$ cat config.mk
export PLATFORM = sky130hd
export DESIGN_NAME = seg7_scan_display_flat
export DESIGN_NICKNAME = d
export VERILOG_FILES = /design/src/rtl/seg7_scan_display_if.sv /design/src/rtl/seg7_scan_display.sv /design/src/flat_wrapper.sv
export SDC_FILE = /design/constraint.sdc
export NUM_CORES = 1
export LEC_CHECK = 0
export ABC_AREA = 1
export CAP_MARGIN = 20
export CELL_PAD_IN_SITES_DETAIL_PLACEMENT = 0
export CELL_PAD_IN_SITES_GLOBAL_PLACEMENT = 2
export CORE_MARGIN = 1
export CORE_UTILIZATION = 34
export CTS_BUF_LIST = sky130_fd_sc_hd__clkbuf_4 sky130_fd_sc_hd__clkbuf_8
export CTS_CLUSTER_DIAMETER = 150
export DETAILED_ROUTE_END_ITERATION = 8
export PLACE_DENSITY_LB_ADDON = 0.1
export SLEW_MARGIN = 20
export SYNTH_ARGS = -nofsm -noshare
export SYNTH_HDL_FRONTEND = slang
export SYNTH_SLANG_ARGS = --single-unit
$ cat constraint.sdc
create_clock -name clk -period 1.7 [get_ports clk]
set_input_delay 0.51 -clock clk [delete_from_list [all_inputs] [get_ports clk]]
set_output_delay 0.51 -clock clk [all_outputs]
set_load 0.01 [all_outputs]
$ cat src/rtl/seg7_scan_display_if.sv
// ---------------------------------------------------------------------------
// seg7_scan_display_if
//   Digit-write bus from the processor store path into the 7-segment driver.
//   One write per cycle; the driver ignores indices >= NUM_DIGITS.
//
//   wr_en    1                   write strobe
//   wr_idx   $clog2(NUM_DIGITS)  digit index (0 = rightmost)
//   wr_data  5                   glyph code
//
//   master: the writer (processor / testbench)
//   slave : seg7_scan_display
// ---------------------------------------------------------------------------
interface seg7_scan_display_if #(
    parameter int NUM_DIGITS = 4
) ();
    logic                          wr_en;
    logic [$clog2(NUM_DIGITS)-1:0] wr_idx;
    logic [4:0]                    wr_data;

    modport master (output wr_en, output wr_idx, output wr_data);
    modport slave  (input  wr_en, input  wr_idx, input  wr_data);
endinterface

$ cat src/rtl/seg7_scan_display.sv
// ---------------------------------------------------------------------------
// seg7_scan_display
//   Time-multiplexed NUM_DIGITS-digit 7-segment driver. Digit glyphs are
//   written over the wr bus, optionally double-buffered so a whole frame
//   changes at once, and scanned onto shared segment pins with one-hot
//   digit enables. A debounced show input and an optional blink blank the
//   display without losing the stored glyphs.
//
//   clk         in   system clock, rising edge
//   reset       in   asynchronous reset, active low
//   wr          in   digit write bus (slave modport)
//   show        in   raw show/blank level, asynchronous
//   blink_en    in   1: blank on alternate blink periods
//   segments    out  {g,f,e,d,c,b,a}, inverted when ACTIVE_LOW_SEG
//   digit_sel   out  one-hot active-high digit enable, 0 when blanked
//   frame_done  out  1-cycle pulse in the last cycle of the last digit slot
// ---------------------------------------------------------------------------
module seg7_scan_display #(
    parameter int NUM_DIGITS      = 4,
    parameter int SCAN_DIV        = 1000,
    parameter int DEBOUNCE_CYCLES = 4,
    parameter int BLINK_LOG2      = 3,
    parameter bit UPDATE_ON_FRAME = 1'b1,
    parameter bit ACTIVE_LOW_SEG  = 1'b1
) (
    input  logic                  clk,
    input  logic                  reset,
    seg7_scan_display_if.slave    wr,
    input  logic                  show,
    input  logic                  blink_en,
    output logic [6:0]            segments,
    output logic [NUM_DIGITS-1:0] digit_sel,
    output logic                  frame_done
);
    localparam int IDX_W = $clog2(NUM_DIGITS);
    localparam int PRE_W = $clog2(SCAN_DIV);
    localparam int DEB_W = $clog2(DEBOUNCE_CYCLES + 1);
    localparam int FC_W  = BLINK_LOG2 + 1;
    localparam logic [4:0] GLYPH_BLANK = 5'd31;

    // Internal segment pattern is active-high {g,f,e,d,c,b,a}.
    function automatic logic [6:0] glyph_of(input logic [4:0] code);
        logic [6:0] seg;
        case (code)
            5'd0:    seg = 7'h3F;
            5'd1:    seg = 7'h06;
            5'd2:    seg = 7'h5B;
            5'd3:    seg = 7'h4F;
            5'd4:    seg = 7'h66;
            5'd5:    seg = 7'h6D;
            5'd6:    seg = 7'h7D;
            5'd7:    seg = 7'h07;
            5'd8:    seg = 7'h7F;
            5'd9:    seg = 7'h6F;
            5'd10:   seg = 7'h77;
            5'd11:   seg = 7'h7C;
            5'd12:   seg = 7'h39;
            5'd13:   seg = 7'h5E;
            5'd14:   seg = 7'h79;
            5'd15:   seg = 7'h71;
            5'd16:   seg = 7'h76;   // H
            5'd17:   seg = 7'h38;   // L
            5'd18:   seg = 7'h73;   // P
            5'd19:   seg = 7'h3E;   // U
            5'd20:   seg = 7'h50;   // r
            5'd21:   seg = 7'h54;   // n
            5'd22:   seg = 7'h5C;   // o
            5'd23:   seg = 7'h40;   // -
            default: seg = 7'h00;   // 24-31 blank
        endcase
        return seg;
    endfunction

    logic [4:0]            shadow_q [NUM_DIGITS];
    logic [4:0]            shadow_d [NUM_DIGITS];
    logic [4:0]            active_q [NUM_DIGITS];
    logic [4:0]            active_d [NUM_DIGITS];
    logic [IDX_W-1:0]      idx_q, idx_d;
    logic [PRE_W-1:0]      pre_q, pre_d;
    logic [FC_W-1:0]       fc_q, fc_d;
    logic                  sync1_q, sync1_d;
    logic                  sync2_q, sync2_d;
    logic                  stable_q, stable_d;
    logic [DEB_W-1:0]      deb_q, deb_d;
    logic [6:0]            seg_q, seg_d;
    logic [NUM_DIGITS-1:0] sel_q, sel_d;

    logic pre_term, last_digit, frame_end, wr_ok, blank;

    always_comb begin
        // NOTE: every combinational output gets a default before any branch,
        // otherwise an untaken path would hold its old value and infer a latch.
        pre_term   = (pre_q == PRE_W'(SCAN_DIV - 1));
        last_digit = (idx_q == IDX_W'(NUM_DIGITS - 1));
        frame_end  = pre_term && last_digit;
        wr_ok      = wr.wr_en && (int'(wr.wr_idx) < NUM_DIGITS);

        // Scan position: prescaler, digit index, frame counter for blink.
        pre_d = pre_term ? '0 : pre_q + PRE_W'(1);
        idx_d = idx_q;
        if (pre_term) idx_d = last_digit ? '0 : idx_q + IDX_W'(1);
        fc_d  = frame_end ? fc_q + FC_W'(1) : fc_q;

        // Digit storage. shadow_d already holds this cycle's write, so a write
        // landing on the frame_done cycle is part of that frame's copy.
        shadow_d = shadow_q;
        active_d = active_q;
        if (wr_ok) shadow_d[wr.wr_idx] = wr.wr_data;
        if (UPDATE_ON_FRAME) begin
            if (frame_end) active_d = shadow_d;
        end else if (wr_ok) begin
            active_d[wr.wr_idx] = wr.wr_data;
        end

        // Show debounce: count consecutive mismatch cycles, restart on any gap.
        sync1_d  = show;
        sync2_d  = sync1_q;
        stable_d = stable_q;
        deb_d    = '0;
        if (sync2_q != stable_q) begin
            if (deb_q == DEB_W'(DEBOUNCE_CYCLES - 1)) stable_d = ~stable_q;
            else                                      deb_d    = deb_q + DEB_W'(1);
        end

        // Registered pin drive from the current scan position.
        blank = !stable_q || (blink_en && fc_q[BLINK_LOG2]);
        seg_d = '0;
        sel_d = '0;
        if (!blank) begin
            seg_d        = glyph_of(active_q[idx_q]);
            sel_d[idx_q] = 1'b1;
        end
    end

    always_ff @(posedge clk or negedge reset) begin
        if (!reset) begin
            // NOTE: digit storage is reset as well, so the display starts blank
            // and a reset mid-operation drops any pending shadow writes.
            for (int i = 0; i < NUM_DIGITS; i++) begin
                shadow_q[i] <= GLYPH_BLANK;
                active_q[i] <= GLYPH_BLANK;
            end
            idx_q    <= '0;
            pre_q    <= '0;
            fc_q     <= '0;
            sync1_q  <= 1'b0;
            sync2_q  <= 1'b0;
            stable_q <= 1'b0;
            deb_q    <= '0;
            seg_q    <= '0;
            sel_q    <= '0;
        end else begin
            // NOTE: state uses non-blocking assignment so every flop samples
            // the pre-edge values regardless of statement order.
            shadow_q <= shadow_d;
            active_q <= active_d;
            idx_q    <= idx_d;
            pre_q    <= pre_d;
            fc_q     <= fc_d;
            sync1_q  <= sync1_d;
            sync2_q  <= sync2_d;
            stable_q <= stable_d;
            deb_q    <= deb_d;
            seg_q    <= seg_d;
            sel_q    <= sel_d;
        end
    end

    assign segments   = ACTIVE_LOW_SEG ? ~seg_q : seg_q;
    assign digit_sel  = sel_q;
    assign frame_done = frame_end;

endmodule
$ cat src/flat_wrapper.sv
// flat-port wrapper written by rule: the top's interface ports become plain ports
module seg7_scan_display_flat 
#(
    parameter int NUM_DIGITS      = 4,
    parameter int SCAN_DIV        = 1000,
    parameter int DEBOUNCE_CYCLES = 4,
    parameter int BLINK_LOG2      = 3,
    parameter bit UPDATE_ON_FRAME = 1'b1,
    parameter bit ACTIVE_LOW_SEG  = 1'b1
)
  (clk, reset, show, blink_en, segments, digit_sel, frame_done, wr_wr_en, wr_wr_idx, wr_wr_data);
  seg7_scan_display_if #(.NUM_DIGITS(NUM_DIGITS)) wr_i ();
  input  logic clk;
  input  logic reset;
  input  logic show;
  input  logic blink_en;
  output logic [6:0] segments;
  output logic [NUM_DIGITS-1:0] digit_sel;
  output logic frame_done;
  input wire logic [$bits(wr_i.wr_en)-1:0] wr_wr_en;
  input wire logic [$bits(wr_i.wr_idx)-1:0] wr_wr_idx;
  input wire logic [$bits(wr_i.wr_data)-1:0] wr_wr_data;
  assign wr_i.wr_en = wr_wr_en;
  assign wr_i.wr_idx = wr_wr_idx;
  assign wr_i.wr_data = wr_wr_data;
  seg7_scan_display #(.NUM_DIGITS(NUM_DIGITS), .SCAN_DIV(SCAN_DIV), .DEBOUNCE_CYCLES(DEBOUNCE_CYCLES), .BLINK_LOG2(BLINK_LOG2), .UPDATE_ON_FRAME(UPDATE_ON_FRAME), .ACTIVE_LOW_SEG(ACTIVE_LOW_SEG)) u_core (.clk(clk), .reset(reset), .wr(wr_i), .show(show), .blink_en(blink_en), .segments(segments), .digit_sel(digit_sel), .frame_done(frame_done));
endmodule
# Word level (Yosys, flattened, before mapping)
# Memory sizes are Yosys's and may differ from the RTL's.
# Cells that the tools add are included.
[totals]
romBits = 224
regBits = 73
elab_cells = 57
out_inout_bits = 12
in_bits = 12
n_memories = 1
[op_classes]
magnitude_cmp = 5
bitwise = 4
add_sub_neg = 4
n_mux = 15
eq_ne = 4
reduce_logical = 7
[mem_list]
columns = ["memory", "words", "width", "rd", "rd_ports_with_merged_regs", "wr", "line_no", "rtl"]
rows = [
  ["(no name shown)", 32, 7, 1, 0, 0, "seg7_scan_display.sv:44", "case (code)"],
]
[op_table]
columns = ["operator", "n"]
rows = [
  ["$bwmux W20", 1],
  ["$mux W20", 1],
  ["$mux W5", 3],
  ["$add A10 B1 Y10 const B", 1],
  ["$bmux W5 S2", 1],
  ["$demux W5 S2", 1],
  ["$eq A10 B10 Y1 const B", 1],
  ["$mux W10", 1],
  ["$mux W7", 1],
  ["$not A7 Y7", 1],
  ["$ge A3 B3 Y1 const B", 2],
  ["$mux W3", 2],
  ["$not A2 Y3", 2],
  ["$add A4 B1 Y4 const B", 1],
  ["$logic_and A1 B1 Y1", 4],
  ["$mux W4", 1],
  ["$add A3 B1 Y3 const B", 1],
  ["$eq A3 B2 Y1 const B", 1],
  ["$lt A2 B3 Y1 const B", 1],
  ["$lt A3 B1 Y1 const B", 1],
  ["$add A2 B1 Y2 const B", 1],
  ["$demux W1 S2", 1],
  ["$eq A2 B2 Y1 const B", 1],
  ["$ge A2 B1 Y1 const B", 1],
  ["7 further kinds", 7],
]

# Depth between registers and ports, before layout
[depth]
ltp_word = 7
mapped_depth = 13
mapped_depth_nobuf = 12

# Worst setup path before layout
# Ideal clock, no wire load.
[synth_path]
path_type = "register to output"
startpoint = "reg u_core.pre_q[0]"
endpoint = "out frame_done"
arrival_time_ps = 1200
stages_incl_launch_ff = 9
setup_slack_ps = -10
t_required_ps = 1190
path_buffers = 1
path_cell_list = "dfrtp_1 -> ha_1 -> nand2_1 -> clkinv_1 -> nand2_1 -> nor2_1 -> nand2_1 -> nor2_4 -> buf_4"
[synth_via]
elab_chain_len = 2
[synth_lines]
columns = ["element", "line_no", "rtl"]
rows = [
  ["start: declaration", "seg7_scan_display.sv:79", "logic [PRE_W-1:0] pre_q, pre_d;"],
  ["start signal: assignment", "seg7_scan_display.sv:158", "pre_q <= pre_d;"],
  ["$eq A10 B10 Y1", "seg7_scan_display.sv:93", "pre_term = (pre_q == PRE_W'(SCAN_DIV - 1));"],
  ["$logic_and A1 B1 Y1", "seg7_scan_display.sv:95", "frame_end = pre_term && last_digit;"],
  ["end: declaration", "flat_wrapper.sv:19", "output logic frame_done;"],
]
# No other way between the ends.

# Final worst setup path
# Ends and elaborated chain as after synthesis.

==> reports/qor.csv <==
metric;value;unit
Post-synth EDFFs;0;
Slowest cell on crit path;dfrtp_1;
failing checks;negative setup slack;
RSZ-0062 raised after global routing;yes;
largest net degree at the start of global routing;74;
Final Non-Filler Cells;642;
IO Port Bufs;23;
placed instance area;0.004275;mm²
Sw Ratio;24.95;%
post-synthesis cell count;401;
FILL cells;1031;
sw power;907.5;µW
fin crit share;116.3;%
Mapped Nets;426;
clk buf depth;2;
Pwr Total;3637;µW
max-slew violations;0;
crit end category;primary output;
Syn Area/Cell;8.568;µm²
mean number of vias per cell;4.260;
count of different cell masters after synthesis;27;
Max-Cap Viols;0;
ANT nets after route;0;
Cell Pwr Density;771.9;mW/mm²
critical path peak fanout;3;
most used cell, CP;nand2_2;
Max-slew headroom;74.63;%
run status;finished with violations;
Final min period;1.978;ns
commonest cells after routing, fill and taps aside;nand2_1, buf_4, dfstp_2;
Die X;102.5;µm
Setup Crit Path Kind;reg2out;
multi-input gate area in the final layout;0.001474;mm²
post-route design area;0.004712;mm²
initial core utilization;35.15;%
most common cell after layout, fill and taps aside;nand2_1;
cell-internal power;2730;µW
Max H-tree Level;3;
leakage power total;0.002321;µW
Seq pwr share;53.8;%
dpl cells;613;
ys flop type;dfstp_2;
asr flop ratio synth;100.0;%
final setup fails;1;
CP Launch Type;flop;
sequential fraction of the synthesis area;54.62;%
DRT Wirelength;7435;µm
share of layout cells above drive strength 1;34.38;%
clk_lat worst skew;0.35;ns
Worst EP required;1.19;ns
GRT Overall Usage;15.07;%
Layout Skew;0.01813;ns
via count;2735;
Combinational Power Share;12.8;%
CTS Buf Count;9;
Buffers & Inverters on Critical Path;2;
CTS tree;built;
gpl congestion;0.7924;
Seq cells post-synth;73;
Core Area;0.009774;mm²
first-pass GRT wire length;12130;µm
initial antenna violation count;0;
Seq. cell area;0.001877;mm²
fmax;0.5057;GHz
setup_tns;-0.2775;ns
ANT cells;0;
Final Net Count;530;
Root Buffer;clkbuf_8;
Worst path max stage delay;0.37;ns
critical path arrival;1.47;ns
Ys Warns;0;
Detailed Route Iter0 Violations;67;
IO Pins;24;
maximum vdd drop;0.0004869;V
final hold vios;0;
CP delay by family, top;simple AND/OR/NAND/NOR gates;
grt ovf;0;
DIE HEIGHT;102.5;µm
post-detail-place hpwl;5192;µm
CTS clk-pin slew, worst paths;0.07;ns
worst hold-check path type;in2async;
synthesized area;0.003436;mm²
clk sinks;73;
WL/cell;11.58;µm
# DRC;0;
core utilization of the finished layout;48.21;%
area grow syn2layout;37.14;%
Die ar.;0.01051;mm²
cells along the critical path;ha_2 > nand2_2 > clkinv_2 > nand2_2 > nor2_4 > nand2_2 > nor2_4 > buf_6;
vias in the first global route;2621;
FP Rows;36;
setup ws final;-0.2775;ns
worst-margin pin slew;0.3805;ns
first drt pass iteration count;4;
clock share of power;33.5;%
registers in the layout, summed over array words and instances (netlist names):
register,cells
u_core.shadow_q,20
u_core.digit_sel,4
u_core.fc_q,4
u_core.pre_q,10
u_core.idx_q,2
u_core.deb_q,3
u_core.seg_q,7
u_core.sync2_q,1
u_core.sync1_q,1
u_core.stable_q,1
u_core.active_q,20
timing repair:
item,in CTS,in global routing
setup endpoints to repair,40,34
pin swaps,2,11
resized for setup,28,29
hold buffers,0,0
cloned,0,2
buffers inserted,0,12
through the flow:
step	hold WS (ns)	setup WS [ns]
after floorplan	0.2144	0.005284
after global placement	0.3438	-0.3324
after detailed placement	0.3418	-0.3822
after CTS	0.1870	-0.3126
after global routing	0.2119	-0.3982
final	0.1908	-0.2775
cells in the mapped netlist, types with 2 or more instances:
master / number / area share (%)
nand2_1: 153 / 17
dfstp_2: 40 / 31
inv_1: 35 / 3.8
dfrtp_1: 33 / 24
nand3_1: 32 / 4.7
o21ai_0: 24 / 3.5
nor2_1: 23 / 2.5
ha_1: 13 / 4.7
a21oi_1: 9 / 1.3
inv_2: 6 / 0.66
o21ai_1: 4 / 0.58
buf_2: 3 / 0.44
buf_4: 3 / 0.66
nor3_1: 3 / 0.44
nor3b_1: 3 / 0.66
xnor2_1: 3 / 0.76
xor2_1: 3 / 0.76
buf_6: 2 / 0.66
worst paths after layout:
check / from / endpoint / slack, ns / cells past startpoint
hold reg to reg: u_core.sync1_q$_DFF_PN0_ / u_core.sync2_q$_DFF_PN0_ / 0.36 / 0
setup / recovery: u_core.pre_q[0]$_DFF_PN0_ / frame_done / -0.28 / 8
hold / removal: reset / u_core.deb_q[2]$_DFF_PN0_ / 0.19 / 2
max in group asynchronous: reset / u_core.active_q[16]$_DFFE_PN1P_ / 1.17 / 2
min in group clk: u_core.sync1_q$_DFF_PN0_ / u_core.sync2_q$_DFF_PN0_ / 0.36 / 0
setup reg to reg: u_core.pre_q[0]$_DFF_PN0_ / u_core.fc_q[1]$_DFFE_PN0P_ / 0 / 13
cell families after synthesis:
group | share of synthesized area, %
mux | 0.3277
simple gates | 26.80
fa+ha+maj | 4.734
compound gates | 5.645
xor+xnor | 1.530
buf+inv | 6.336
flops | 54.62
layout make-up:
class | count | area share, %
flip-flops and latches | 73 | 39.83
multi-input cells | 279 | 31.28
repair buffers | 100 | 18.11
inverters | 42 | 3.558
well taps | 133 | 3.532
clock buffers | 11 | 3.080
clock inverters | 4 | 0.6107
worst reg2reg max path: cells and delay by family, from the launching register on:
family | cells | cell delay (ns)
adder cells (fa/ha/maj) | 1 | 0.19
buffers and inverters | 5 | 0.53
flip-flops | 1 | 0.37
AND/OR/NAND/NOR | 7 | 0.50
power groups by stage:
stage          Combinational (µW)  Clock (µW)  Sequential [µW]
2_1_floorplan                 182           0             1980
3_3_place_gp                  471           0             1980
3_5_place_dp                  481           0             1990
4_1_cts                       477        1280             1960
5_1_grt                       532        1330             1970
6_report                      465        1220             1960
layer usage:
layer / wire length [µm] / GRT usage (%)
met1: 3646 / 19.12
met2: 3495 / 25.23
met3: 197 / 3.661
met4: 95 / 4.945
met5: 0 / 0
Note: power is estimated with default switching activity, not from simulation.
